`src/rtl/clk_pkg.sv`:
```
// Shared constants and types for the time-setting controller and its counter chain.
package clk_pkg;

  localparam logic [1:0] ADDR_SEC  = 2'b00;
  localparam logic [1:0] ADDR_MIN  = 2'b01;
  localparam logic [1:0] ADDR_HRS  = 2'b10;
  localparam logic [1:0] ADDR_NONE = 2'b11;

  localparam logic [5:0] MAX_SEC = 6'd59;
  localparam logic [5:0] MAX_MIN = 6'd59;
  localparam logic [5:0] MAX_HRS = 6'd23;

  typedef enum logic [2:0] {
    StRun,
    StSetH,
    StLoadH,
    StSetM,
    StLoadM,
    StSetS,
    StLoadS
  } state_e;

  function automatic logic [5:0] field_max(input logic [1:0] field);
    case (field)
      ADDR_HRS: return MAX_HRS;
      ADDR_MIN: return MAX_MIN;
      default:  return MAX_SEC;
    endcase
  endfunction

  function automatic logic [5:0] clamp(input logic [5:0] val, input logic [5:0] max);
    return (val > max) ? max : val;
  endfunction

endpackage

```
`src/rtl/btn_edge.sv`:
```
// Two-flop synchronizer followed by a registered rising-edge detector (one pulse per press).
module btn_edge (
  input  logic clk,
  input  logic reset,
  input  logic btn,
  output logic pulse
);

  logic sync1_q, sync2_q, prev_q, pulse_q;

  // Flops reset to "pressed" so a button held through reset never produces a pulse.
  always_ff @(posedge clk) begin
    if (reset) begin
      sync1_q <= 1'b1;
      sync2_q <= 1'b1;
      prev_q  <= 1'b1;
      pulse_q <= 1'b0;
    end else begin
      sync1_q <= btn;
      sync2_q <= sync1_q;
      prev_q  <= sync2_q;
      pulse_q <= sync2_q & ~prev_q;
    end
  end

  assign pulse = pulse_q;

endmodule

```
`src/rtl/clk_set_ctrl.sv`:
```
// Push-button time-setting sequencer: edits hours, minutes, seconds in turn and writes
// each committed value onto the shared counter load bus.
module clk_set_ctrl
  import clk_pkg::*;
#(
  parameter int unsigned TIMEOUT_TICKS = 30,
  parameter int unsigned TIMEOUT_W     = 5
) (
  input  logic       clk,
  input  logic       reset,
  input  logic       tc_time_base,
  input  logic       btn_set,
  input  logic       btn_up,
  input  logic       btn_down,
  input  logic [5:0] q_seconds,
  input  logic [5:0] q_minutes,
  input  logic [4:0] q_hours,
  output logic       load,
  output logic [1:0] addrs,
  output logic [5:0] data_in,
  output logic       edit_active,
  output logic [1:0] edit_field,
  output logic       blink
);

  localparam logic [TIMEOUT_W-1:0] TmoLast = TIMEOUT_W'(TIMEOUT_TICKS - 1);

  state_e               state_q, state_d;
  logic [5:0]           edit_val_q, edit_val_d;
  logic [5:0]           data_in_q, data_in_d;
  logic [1:0]           addrs_q, addrs_d;
  logic [TIMEOUT_W-1:0] tmo_q, tmo_d;
  logic                 load_q, load_d;
  logic                 blink_q, blink_d;
  logic                 set_p, up_p, down_p, any_p;
  logic [1:0]           cur_field;
  logic [5:0]           fmax;

  btn_edge u_set  (.clk(clk), .reset(reset), .btn(btn_set),  .pulse(set_p));
  btn_edge u_up   (.clk(clk), .reset(reset), .btn(btn_up),    .pulse(up_p));
  btn_edge u_down (.clk(clk), .reset(reset), .btn(btn_down),  .pulse(down_p));

  assign any_p = set_p | up_p | down_p;

  always_comb begin
    cur_field = ADDR_NONE;
    unique case (state_q)
      StSetH, StLoadH: cur_field = ADDR_HRS;
      StSetM, StLoadM: cur_field = ADDR_MIN;
      StSetS, StLoadS: cur_field = ADDR_SEC;
      default:         cur_field = ADDR_NONE;
    endcase
  end

  assign fmax = field_max(cur_field);

  always_comb begin
    state_d    = state_q;
    edit_val_d = edit_val_q;
    data_in_d  = data_in_q;
    addrs_d    = addrs_q;
    tmo_d      = tmo_q;
    load_d     = 1'b0;
    blink_d    = blink_q;
    unique case (state_q)
      StRun: begin
        tmo_d   = '0;
        blink_d = 1'b0;
        if (set_p) begin
          state_d    = StSetH;
          edit_val_d = clamp({1'b0, q_hours}, MAX_HRS);
        end
      end
      StSetH, StSetM, StSetS: begin
        if (tc_time_base) blink_d = ~blink_q;
        if (any_p) begin
          tmo_d = '0;
          if (set_p) begin
            load_d    = 1'b1;
            addrs_d   = cur_field;
            data_in_d = edit_val_q;
            state_d   = (state_q == StSetH) ? StLoadH :
                        (state_q == StSetM) ? StLoadM : StLoadS;
          end else if (up_p && !down_p) begin
            edit_val_d = (edit_val_q >= fmax) ? 6'd0 : edit_val_q + 6'd1;
          end else if (down_p && !up_p) begin
            edit_val_d = (edit_val_q == 6'd0 || edit_val_q > fmax) ? fmax : edit_val_q - 6'd1;
          end
        end else if (tc_time_base) begin
          if (tmo_q >= TmoLast) begin
            // Abandon the edit; fields committed so far stay in the counters.
            state_d = StRun;
            tmo_d   = '0;
            blink_d = 1'b0;
          end else begin
            tmo_d = tmo_q + TIMEOUT_W'(1);
          end
        end
      end
      StLoadH: begin
        if (tc_time_base) blink_d = ~blink_q;
        state_d    = StSetM;
        edit_val_d = clamp(q_minutes, MAX_MIN);
      end
      StLoadM: begin
        if (tc_time_base) blink_d = ~blink_q;
        state_d    = StSetS;
        edit_val_d = clamp(q_seconds, MAX_SEC);
      end
      StLoadS: begin
        state_d = StRun;
        blink_d = 1'b0;
      end
      default: begin
        state_d = StRun;
        blink_d = 1'b0;
      end
    endcase
  end

  always_ff @(posedge clk) begin
    if (reset) begin
      state_q    <= StRun;
      edit_val_q <= '0;
      data_in_q  <= '0;
      addrs_q    <= ADDR_SEC;
      tmo_q      <= '0;
      load_q     <= 1'b0;
      blink_q    <= 1'b0;
    end else begin
      state_q    <= state_d;
      edit_val_q <= edit_val_d;
      data_in_q  <= data_in_d;
      addrs_q    <= addrs_d;
      tmo_q      <= tmo_d;
      load_q     <= load_d;
      blink_q    <= blink_d;
    end
  end

  assign load        = load_q;
  assign addrs       = addrs_q;
  assign data_in     = data_in_q;
  assign edit_active = (state_q != StRun);
  assign edit_field  = cur_field;
  assign blink       = blink_q;

endmodule
```
`config.mk`:
```
export PLATFORM = sky130hd
export DESIGN_NAME = clk_set_ctrl
export DESIGN_NICKNAME = d
export VERILOG_FILES = /design/src/rtl/clk_pkg.sv /design/src/rtl/btn_edge.sv /design/src/rtl/clk_set_ctrl.sv
export SDC_FILE = /design/constraint.sdc
export NUM_CORES = 1
export LEC_CHECK = 0
export ABC_AREA = 1
export CORE_ASPECT_RATIO = 1.1
export CORE_MARGIN = 5
export CORE_UTILIZATION = 39
export CTS_BUF_LIST = sky130_fd_sc_hd__clkbuf_2
export DETAILED_ROUTE_END_ITERATION = 7
export PLACE_DENSITY = 0.66
export SLEW_MARGIN = 40
export SYNTH_ARGS = -nofsm -noshare
export SYNTH_HDL_FRONTEND = slang
export SYNTH_SLANG_ARGS = --single-unit
```
`constraint.sdc`:
```
create_clock -name clk -period 2.1 [get_ports clk]
set_clock_uncertainty 0.15 [all_clocks]
set_input_delay 0.315 -clock clk [delete_from_list [all_inputs] [get_ports clk]]
set_output_delay 0.315 -clock clk [all_outputs]
set_load 0.02 [all_outputs]
```
## Yosys cells after proc, flatten, opt, wreduce, memory -nomap -nowiden

Index checks and enable logic that the tools add are counted.

| storage, ports and cells | value |
|---|---|
| flip-flop bits (word level) | 36 |
| memories | 0 |
| memory bits (read-only) | 0 |
| latch bits | 0 |
| RAM bits | 0 |
| word-level logic and storage cells | 104 |
| output and inout bits | 13 |
| input bits | 23 |

| cells by class | value |
|---|---|
| bitwise operators | 11 |
| shifts and indexed selects | 0 |
| reductions and logical operators | 20 |
| multiplexer cells | 31 |
| equal/unequal tests | 14 |
| order comparisons | 6 |
| add/sub/neg operators | 3 |
| multiply operators | 0 |
| div/mod/pow operators | 0 |

Operators with widths:

| cell | number |
|---|---|
| 6-bit 2-to-1 mux | 10 |
| 6-bit one-hot mux with 4 select lines | 1 |
| 5-bit 2-to-1 mux | 4 |
| 3-bit 2-to-1 mux | 6 |
| 6-bit greater-than comparator, second input constant | 2 |
| 3-bit one-hot mux with 4 select lines | 1 |
| 5-bit one-hot mux with 2 select lines | 1 |
| 3-bit == test, second input constant | 3 |
| 3-bit != test, second input constant | 3 |
| 2-bit OR reduction | 4 |
| 6-bit by 1-bit adder with 6-bit output, second input constant | 1 |
| 3-bit by 2-bit == test with 1-bit output, second input constant | 2 |
| 6-bit greater-or-equal comparator | 1 |
| 6-bit greater-than comparator | 1 |
| 6-bit zero test | 1 |
| 1-bit inverter | 6 |
| 2-bit one-hot mux with 3 select lines | 1 |
| 3-bit OR reduction | 2 |
| 6-bit by 1-bit subtractor with 6-bit output, second input constant | 1 |
| 5-bit by 1-bit adder with 5-bit output, second input constant | 1 |
| 5-bit greater-or-equal comparator, second input constant | 1 |
| 5-bit greater-than comparator, second input constant | 1 |
| 1-bit 2-to-1 mux | 5 |
| 5-bit AND reduction | 1 |
| other kinds (19) | 25 |

## Longest topological paths before layout

Gate-level depths: netlist of the first run.

| logic depth | value |
|---|---|
| word-level depth | 13 |
| gate-level depth with buffers | 19 |

## Cells and area by module

Synthesis of the first run repeated with hierarchy kept, for this count alone.

| unflattened totals | value |
|---|---|
| cells, all modules | 313 |
| area, all modules | 2031.9 um^2 |

Modules (own cells, without submodules):

| module | cells each | area each (um^2) | instances |
|---|---|---|---|
| clk_set_ctrl | 283 | 1709.1 | 1 |
| btn_edge | 10 | 107.6 | 3 |

## Worst setup path before layout of the first run

Ideal clock, no wire load.

| timing path | value |
|---|---|
| path type | flip-flop to flip-flop |
| from | register state_q[1] |
| to | register edit_val_q[4] |
| data required time | 1.818 ns |
| arrival time | 1.903 ns |
| cell stages (with the launch flop) | 18 |
| slack | -0.085 ns |
| cells stage by stage | dfxtp_1 -> inv_1 -> nor2_4 -> nand2_2 -> nand2_2 -> inv_1 -> ha_1 -> nand2_1 -> nor2_1 -> nand2_1 -> nand2_1 -> nand2_1 -> nor2_1 -> nand2_1 -> nand3_1 -> nand2_1 -> nand2_1 -> a21oi_2 |

| on the way | value |
|---|---|
| word-level cells in the longest chain between the ends | 13 |

Ends and longest elaborated chain:

| item | RTL line | source |
|---|---|---|
| from (decl) | clk_set_ctrl.sv:28 | `state_e state_q, state_d;` |
| from (signal assigned) | clk_set_ctrl.sv:123 | `state_q <= StRun;` |
| from (signal assigned) | clk_set_ctrl.sv:131 | `state_q <= state_d;` |
| 3-bit == test (tied with other cells) | clk_set_ctrl.sv:47, clk_set_ctrl.sv:65 |  |
| 2-bit OR reduction | clk_set_ctrl.sv:47 | `unique case (state_q)` |
| 2-bit one-hot mux with 3 select lines | clk_set_ctrl.sv:47 |  |
| 2-bit == test | clk_pkg.sv:24 | `case (field)` |
| 6-bit 2-to-1 mux | clk_pkg.sv:24 |  |
| 6-bit greater-than comparator | clk_set_ctrl.sv:87 | `edit_val_d = (edit_val_q == 6'd0 \|\| edit_val_q > fmax) ? fmax : edit_val_q - 6'd1;` |
| 1-bit logical OR | clk_set_ctrl.sv:87 |  |
| 6-bit 2-to-1 mux | clk_set_ctrl.sv:87 |  |
| 6-bit 2-to-1 mux | clk_set_ctrl.sv:86 | `end else if (down_p && !up_p) begin` |
| 6-bit 2-to-1 mux | clk_set_ctrl.sv:84 | `end else if (up_p && !down_p) begin` |
| 6-bit 2-to-1 mux | clk_set_ctrl.sv:78 | `if (set_p) begin` |
| 6-bit 2-to-1 mux | clk_set_ctrl.sv:76 | `if (any_p) begin` |
| 6-bit one-hot mux with 4 select lines | clk_set_ctrl.sv:65 | `unique case (state_q)` |
| to (signal assigned) | clk_set_ctrl.sv:132 | `edit_val_q <= edit_val_d;` |
| to (decl) | clk_set_ctrl.sv:29 | `logic [5:0] edit_val_q, edit_val_d;` |

Several ways; a longest one is shown, not always the timed one. The select of a mux whose other input is x is not followed.
A chain may end at the register's enable or synchronous reset.

## Worst setup path in the final report of the first run

| timing path | value |
|---|---|
| from | register state_q[0] |
| to | register edit_val_q[3] |

The elaborated chain is that of the path after synthesis.

==> run summary, run 1 <==
Status -> finished with violations
Failing checks -> negative setup slack
Hold buffers post-CTS -> 0
Remaining DRCs -> 0
Rel. slew slack -> 73.2%
Internal -> 1.89 mW
EDFF count, synth -> 0
Max Freq -> 0.451 GHz
Clk pin slew, worst setup/hold paths -> 0.21 ns
Root buf cell -> clkbuf_2
Vias per inst -> 4.92
Cell count after synthesis -> 307
Slew Limit Fails -> 0
Post-synthesis mux area share -> 0%
Clock latency on the worst-skew pair -> 0.41 ns
Critical path startpoint category -> register
Final hold violation count -> 0
PortBufs -> 35
Width of the die -> 79.3 um
Asr flop ratio synth -> 0%
Largest net degree at the start of global routing -> 20
Initial core utilization -> 40.7%
Num CTS Buffers -> 5
Synth Area in XOR/XNOR -> 1.27%
Worst EP arrival -> 2.42 ns
Worst Tran Pin Value -> 0.401 ns
Crit-path leading delay family -> simple AND/OR/NAND/NOR gates
Post-Syn Nets -> 338
Area leader, netlist -> dfxtp_1
Vias in the first global route -> 1944
Share of total power in sequential cells -> 24.9%
Clk sink count -> 36
Peak VDD IR -> 548 uV
Cell leakage power -> 1.31 nW
Initial antenna violation count -> 0
Die footprint -> 0.00684 mm^2
Clock power frac -> 9.1%
Max clock buf depth -> 2
Overflow after GRT -> 0
Switching power share of the total -> 47.8%
Top FF cell, synth -> dfxtp_1
Final setup viols -> 7
Die height -> 86.3 um
First-pass GRT wire length -> 8950 um
WP buf/inv -> 2
Cell Pwr Density -> 1270 mW/mm^2
Tightest Hold Check Type -> reg -> reg
DP HPWL -> 3930 um
Core Region -> 0.00507 mm^2
Row count -> 27
Syn_area_per_cell -> 6.72 um^2
Dpl cell area -> 0.00261 mm^2
YS warnings -> 0
DRT Pass-1 Iters -> 4
RSZ-0062 raised after global routing -> true
Area Overhead vs Synth -> 38.8%
Iteration-0 DRC count of the detailed router -> 86
Share of layout cells above drive strength 1 -> 23.5%
#FFs+latches synth -> 36
Share of the synthesized area in the top cell type -> 35.0%
Avg WL per Cell -> 12.6 um
Max Cap Viol -> 0
GRT Total Usage -> 16.3%
Crit path cell chain -> buf_6 -> nor2_4 -> nand2_4 -> nand2_4 -> inv_4 -> ha_4 -> nand2_4 -> nor2_4 -> nand2_4 -> nand2_4 -> nand2_4 -> nand2_2 -> nand2_1 -> nand2_1 -> nand2_1 -> nand2_1 -> nand2_1 -> a21oi_1
Largest cells by area after synthesis -> dfxtp_1 35%, nand2_1 13%, a21oi_1 6.6%, inv_1 6.4%, nor2_1 6.4%
Mapped cell area -> 0.00206 mm^2
Main combinational cell family by area after synthesis -> simple AND/OR/NAND/NOR gates
CTS tree -> built
IO Count -> 36
Drt total wl -> 5400 um
Fin area -> 0.00286 mm^2
CP max stage delay -> 0.41 ns
Cell mode on critical path -> nand2_4
Max H-tree Level -> 2
Final min period -> 2.22 ns
Routed vias -> 2105
Routed Antenna Nets -> 0
Synth Area in Compound Gates -> 14.4%
Layout Nets -> 400
Simple-gate area share of the yosys netlist -> 35.3%
CP Max Fanout -> 4
Worst EP required -> 2.30 ns
Fin crit share -> 106%
Util after Layout -> 56.5%
Diodes inserted -> 0
RePlAce Congestion -> 0.909
Post-synth top cells -> 71 x nand2_1, 36 x dfxtp_1, 35 x inv_1, 35 x nor2_1, 27 x a21oi_1
Combinational fraction of design power -> 65.9%
Sw power -> 1.73 mW
Post-synthesis sequential area ratio -> 35.0%
Most frequently used cell type in the post-synthesis netlist -> nand2_1
Library cells used by synthesis -> 31
Post-synthesis adder-cell area fraction -> 4.85%
Slowest stage cell, crit path -> dfxtp_4
WS Path Type -> reg -> reg
Final worst setup slack -> -0.119 ns
Worst setup EP type -> register
[power groups by stage]
stage	Combinational, mW	Sequential (mW)	Clock [mW]
2_1_floorplan	1.38	0.882	0
3_3_place_gp	1.99	0.894	0
3_5_place_dp	2.00	0.896	0
4_1_cts	2.13	0.891	0.339
5_1_grt	2.65	0.920	0.385
6_report	2.39	0.904	0.331
[layer usage]
metal | vias up | share of wire, % | global-route usage [%] | wire length [um]
met5 | - | 0 | 0 | 0
met4 | 0 | 2.2 | 6.25 | 117
met3 | 9 | 5.4 | 3.95 | 292
met2 | 53 | 44 | 25.3 | 2360
met1 | 925 | 49 | 21.8 | 2620
li1 | 1118 | - | - | -
[path summary, 6_finish.rpt]
check	cells after the start	to	slack, ns	from
worst min register to register	1	u_down.pulse	0.23	u_down.prev_q
worst max-delay path	18	edit_val_q[3]	-0.12	state_q[0]
worst min-delay path	1	u_down.pulse	0.23	u_down.prev_q
worst max register to register	18	edit_val_q[3]	-0.12	state_q[0]
[worst reg2reg max path: stages, from the launching register on]
cell and delay [ns]:
dfxtp_4 0.41, buf_6 0.12, nor2_4 0.14, nand2_4 0.07, nand2_4 0.12, inv_4 0.05
ha_4 0.27, nand2_4 0.05, nor2_4 0.09, nand2_4 0.07, nand2_4 0.10, nand2_4 0.07
nand2_2 0.07, nand2_1 0.05, nand2_1 0.06, nand2_1 0.06, nand2_1 0.05, nand2_1 0.04
a21oi_1 0.11
[placed cells by master, fill, tap and decap left out, types with 4 or more instances in the layout]
cell / n
ha_1: 5
buf_4: 25
nor2_1: 32
a21oi_2: 4
nor2_4: 5
nand2_4: 7
inv_1: 31
nand2_2: 10
nand2_1: 60
clkdlybuf4s50_1: 32
a21oi_1: 25
or2_2: 6
nand4_1: 6
inv_2: 6
nand3_1: 16
nor3_1: 13
o21ai_0: 11
clkbuf_2: 5
dfxtp_1: 34
[flip-flops by register name, summed over array words and instances (netlist names)]
signal	count
u_set.prev_q	1
u_down.sync2_q	1
u_up.sync2_q	1
u_down.sync1_q	1
load	1
u_set.sync1_q	1
tmo_q	5
u_down.prev_q	1
u_up.pulse	1
addrs	2
data_in	6
u_down.pulse	1
blink	1
state_q	3
u_up.sync1_q	1
u_set.sync2_q	1
edit_val_q	6
u_up.prev_q	1
u_set.pulse	1
[what timing repair did]
| action | 4_1_cts | 5_1_grt |
|---|---|---|
| pin swaps | 12 | 12 |
| setup buffers | 4 | 4 |
| setup endpoints to repair | 9 | 8 |
| resized for setup | 22 | 25 |
[kinds of logic (layout without fill, tap and decap cells)]
kind of cell / after synthesis / after routing
flip-flops: 36 / 36
AO/OA/AOI/OAI: 50 / 50
AND/OR/NAND/NOR: 162 / 162
XOR/XNOR: 3 / 3
buffers and inverters: 48 / 111
adder cells (fa/ha/maj): 8 / 8
[final cells by class]
type	count	area [um^2]
fill	488	2210
multi-input combinational	223	1300
sequential	36	728
timing repair buffer	62	561
inverter	41	159
tap	58	72.6
clock buffer	5	25.0
clock inverter	3	18.8
[per-stage QoR]
step	std cells	TNS, ns	total power, mW	setup WS [ns]	hold WS [ns]
floorplan	307	0	2.26	0.00876	0.223
global placement	412	-0.119	2.89	-0.119	0.227
detailed placement	412	-0.293	2.90	-0.111	0.230
CTS	424	-0.343	3.36	-0.0854	0.250
global route	428	-1.24	3.96	-0.236	0.258
finish	428	-0.564	3.62	-0.119	0.233
Power figures use the tool's default switching activity.
==> run 2: changes to the inputs <==
--- a/config.mk
+++ b/config.mk
@@ -15,4 +15,5 @@
 export SLEW_MARGIN = 40
 export SYNTH_ARGS = -nofsm -noshare
 export SYNTH_HDL_FRONTEND = slang
+export SYNTH_HIERARCHICAL = 1
 export SYNTH_SLANG_ARGS = --single-unit
==> run 2 against run 1 <==
Against the previous run: the flow still finishes with violations (negative setup slack); total power up 11%; sequential cell count is the same; combinational power grew 15%; count of clock-buffer cells in the layout unchanged; wire length grew 1.7%; via count is 5.6% higher; register-to-register slack improved by 0.07 ns; critical path depth decreased by 1; die area decreased by 1.3%; synthesized area fell by 1.5%; largest power group unchanged.
==> run summary, run 2 <==
Initial antenna violation count -> 0 (unchanged)
Asr flop ratio synth -> 0% (unchanged)
Util after Layout -> 55.6% (-0.86 points)
Vias per inst -> 5.15 (+4.6%)
Drt total wl -> 5490 um (+1.7%)
Worst EP arrival -> 2.32 ns (-0.10 ns)
Share of layout cells above drive strength 1 -> 19.5% (-4.0 points)
Row count -> 27 (unchanged)
Failing checks -> negative setup slack
Crit Reg-Reg Startpoint -> state_q[0]
GRT Total Usage -> 16.1% (-0.19 points)
Final setup viols -> 3 (-4)
Initial core utilization -> 40.4% (-0.32 points)
IO Count -> 36 (unchanged)
Final hold violation count -> 0 (unchanged)
Largest cells by area after synthesis -> dfxtp_1 35%, nand2_1 14%, a21oi_1 7.6%, nor2_1 7.0%, nand3_1 6.2%
Routed vias -> 2223 (+5.6%)
Area leader, netlist -> dfxtp_1
Most frequent cells in the layout -> 67 x nand2_1, 34 x dfxtp_1, 33 x nor2_1, 32 x clkdlybuf4s50_1
PortBufs -> 35 (unchanged)
Clock latency on the worst-skew pair -> 0.39 ns (-0.02 ns)
Final-layout fill cell count -> 501 (+2.7%)
Worst Tran Pin Value -> 0.436 ns (+0.0353 ns)
WS Path Type -> reg -> reg
Critical Path Start -> state_q[0]
CP max stage delay -> 0.38 ns (-0.03 ns)
Area Overhead vs Synth -> 37.7%
Overflow after GRT -> 0 (unchanged)
Crit-path leading delay family -> simple AND/OR/NAND/NOR gates
Cell Pwr Density -> 1440 mW/mm^2 (+14%)
Cell leakage power -> 1.24 nW (-5.5%)
Rel. slew slack -> 70.9% (-2.3 points)
Status -> finished with violations
DP HPWL -> 4140 um (+5.4%)
Clk pin slew, worst setup/hold paths -> 0.21 ns (about the same)
Cell count after synthesis -> 313 (+2.0%)
Routed Antenna Nets -> 0 (unchanged)
Library cells used by synthesis -> 29 (-6.5%)
Hold buffers post-CTS -> 0 (unchanged)
Num CTS Buffers -> 5 (unchanged)
Max Freq -> 0.465 GHz (+3.2%)
#FFs+latches synth -> 36 (unchanged)
Slowest stage cell, crit path -> dfxtp_2
Slew Limit Fails -> 0 (unchanged)
WP buf/inv -> 2 (unchanged)
Max Cap Viol -> 0 (unchanged)
Final min period -> 2.15 ns (-0.0690 ns)
DRT Pass-1 Iters -> 4 (unchanged)
Top FF cell, synth -> dfxtp_1
Remaining DRCs -> 0 (unchanged)
Root buf cell -> clkbuf_2
Commonest non-fill, non-tap cell in the layout -> nand2_1
Worst R2R Setup Slack -> -0.05 ns (+0.07 ns)
Iteration-0 DRC count of the detailed router -> 168 (+95%)
EDFF count, synth -> 0 (unchanged)
Post-synthesis sequential area ratio -> 35.5% (+0.52 points)
Fin crit share -> 102% (-3.3 points)
Largest net degree at the start of global routing -> 16 (-20%)
Post-Syn Nets -> 344 (+1.8%)
Max clock buf depth -> 2 (unchanged)
Core Region -> 0.00503 mm^2 (-0.67%)
Share of the synthesized area in the top cell type -> 35.5% (+0.52 points)
Worst setup EP type -> register
Peak VDD IR -> 664 uV (+21%)
RSZ-0062 raised after global routing -> true
Layout Nets -> 404 (+1.0%)
Crit path cell chain -> buf_6 -> nor2_4 -> nand2_2 -> nand2_4 -> inv_4 -> ha_4 -> nand2_1 -> nor2_1 -> nand2_2 -> nand3_2 -> nand2_2 -> nand2_4 -> nor2_1 -> o21ai_1 -> nand2_1 -> nand2_1 -> a21oi_1
Setup_tns -> -0.0686 ns (+0.496 ns)
Syn_area_per_cell -> 6.49 um^2 (-3.3%)
Clk sink count -> 36 (unchanged)
RePlAce Congestion -> 0.948 (+4.3%)
Worst EP required -> 2.27 ns (-0.03 ns)
Mapped cell area -> 0.00203 mm^2 (-1.5%)
FF-to-FF End -> edit_val_q[1]
Diodes inserted -> 0 (unchanged)
Max H-tree Level -> 2 (unchanged)
R2R cell count -> 17 (-1)
Tightest Hold Check Type -> reg -> reg
CTS tree -> built
First-pass GRT wire length -> 8760 um (-2.2%)
Die height -> 85.7 um (-0.64%)
Number of cells on the critical path -> 17 (-1)
Final worst setup slack -> -0.0505 ns (+0.0690 ns)
Vias in the first global route -> 1962 (+0.93%)
Worst Setup EP -> edit_val_q[1]
YS warnings -> 6 (+6)
Post-synth top cells -> 78 x nand2_1, 38 x nor2_1, 36 x dfxtp_1
CP Max Fanout -> 5 (+1)
Critical path startpoint category -> register
Most frequently used cell type in the post-synthesis netlist -> nand2_1
Width of the die -> 78.8 um (-0.64%)
Avg WL per Cell -> 12.7 um (+0.80%)
Die footprint -> 0.00676 mm^2 (-1.3%)
## run 2: layer usage
metal	vias to the layer above	routed length, um	track usage, %
li1	1144	-	-
met1	1006	2290	19.1
met2	61	2730	28.9
met3	12	321	3.89
met4	0	153	4.38
met5	-	0	0
## run 2: power breakdown
group          switching (mW)  total, mW  internal, mW  leakage, nW
sequential              0.139      0.958         0.819        0.296
clock                   0.243      0.321        0.0771       0.0226
combinational            1.63       2.75          1.12        0.920
total                    2.01       4.03          2.01         1.24
## run 2: how the worst min path moves through the flow
stage	cells past startpoint	startpoint	to	slack [ns]
after floorplan	1	u_down/prev_q	u_down/pulse	0.22
after global placement	1	u_up/prev_q	u_up/pulse	0.22
after detailed placement	1	u_up/prev_q	u_up/pulse	0.23
after CTS	1	u_up/prev_q	u_up/pulse	0.25
after global routing	1	u_up/prev_q	u_up/pulse	0.26
final	1	u_up/prev_q	u_up/pulse	0.25
## run 2: timing repair
item	4_1_cts	5_1_grt
gates resized for setup	15	39
setup endpoints to repair	9	8
pin swaps	6	17
setup buffers	2	4
## run 2: stage by stage
stage	hold WS, ns	cell area (um^2)	worst slack (ns)	std cells	power [mW]
after floorplan	0.218	2040	0.0178	313	2.49
after global placement	0.222	2570	0.0309	418	3.24
after detailed placement	0.229	2570	-0.0468	418	3.25
after CTS	0.252	2650	-0.00249	428	3.65
after global routing	0.261	2800	-0.184	432	4.40
final	0.247	2800	-0.0505	432	4.03
## run 2: final cells by class
type                    instances  area [um^2]  area share [%]
flip-flops and latches         36          726            25.9
inverters                      38          148            5.27
clock buffers                   5         25.0           0.894
multi-input cells             233         1280            45.7
clock inverters                 3         18.8           0.671
repair buffers                 59          531            19.0
well taps                      58         72.6            2.59
## run 2: logic make-up (layout without fill, tap and decap cells)
kind of cell / count (synthesis) / count (layout) / synth area share, %
buffers and inverters: 44 / 105 / 8.81
flip-flops: 36 / 36 / 35.5
XOR/XNOR: 1 / 1 / 0.431
AND/OR/NAND/NOR: 170 / 170 / 36.5
adder cells (fa/ha/maj): 8 / 8 / 4.93
AO/OA/AOI/OAI: 54 / 54 / 13.9
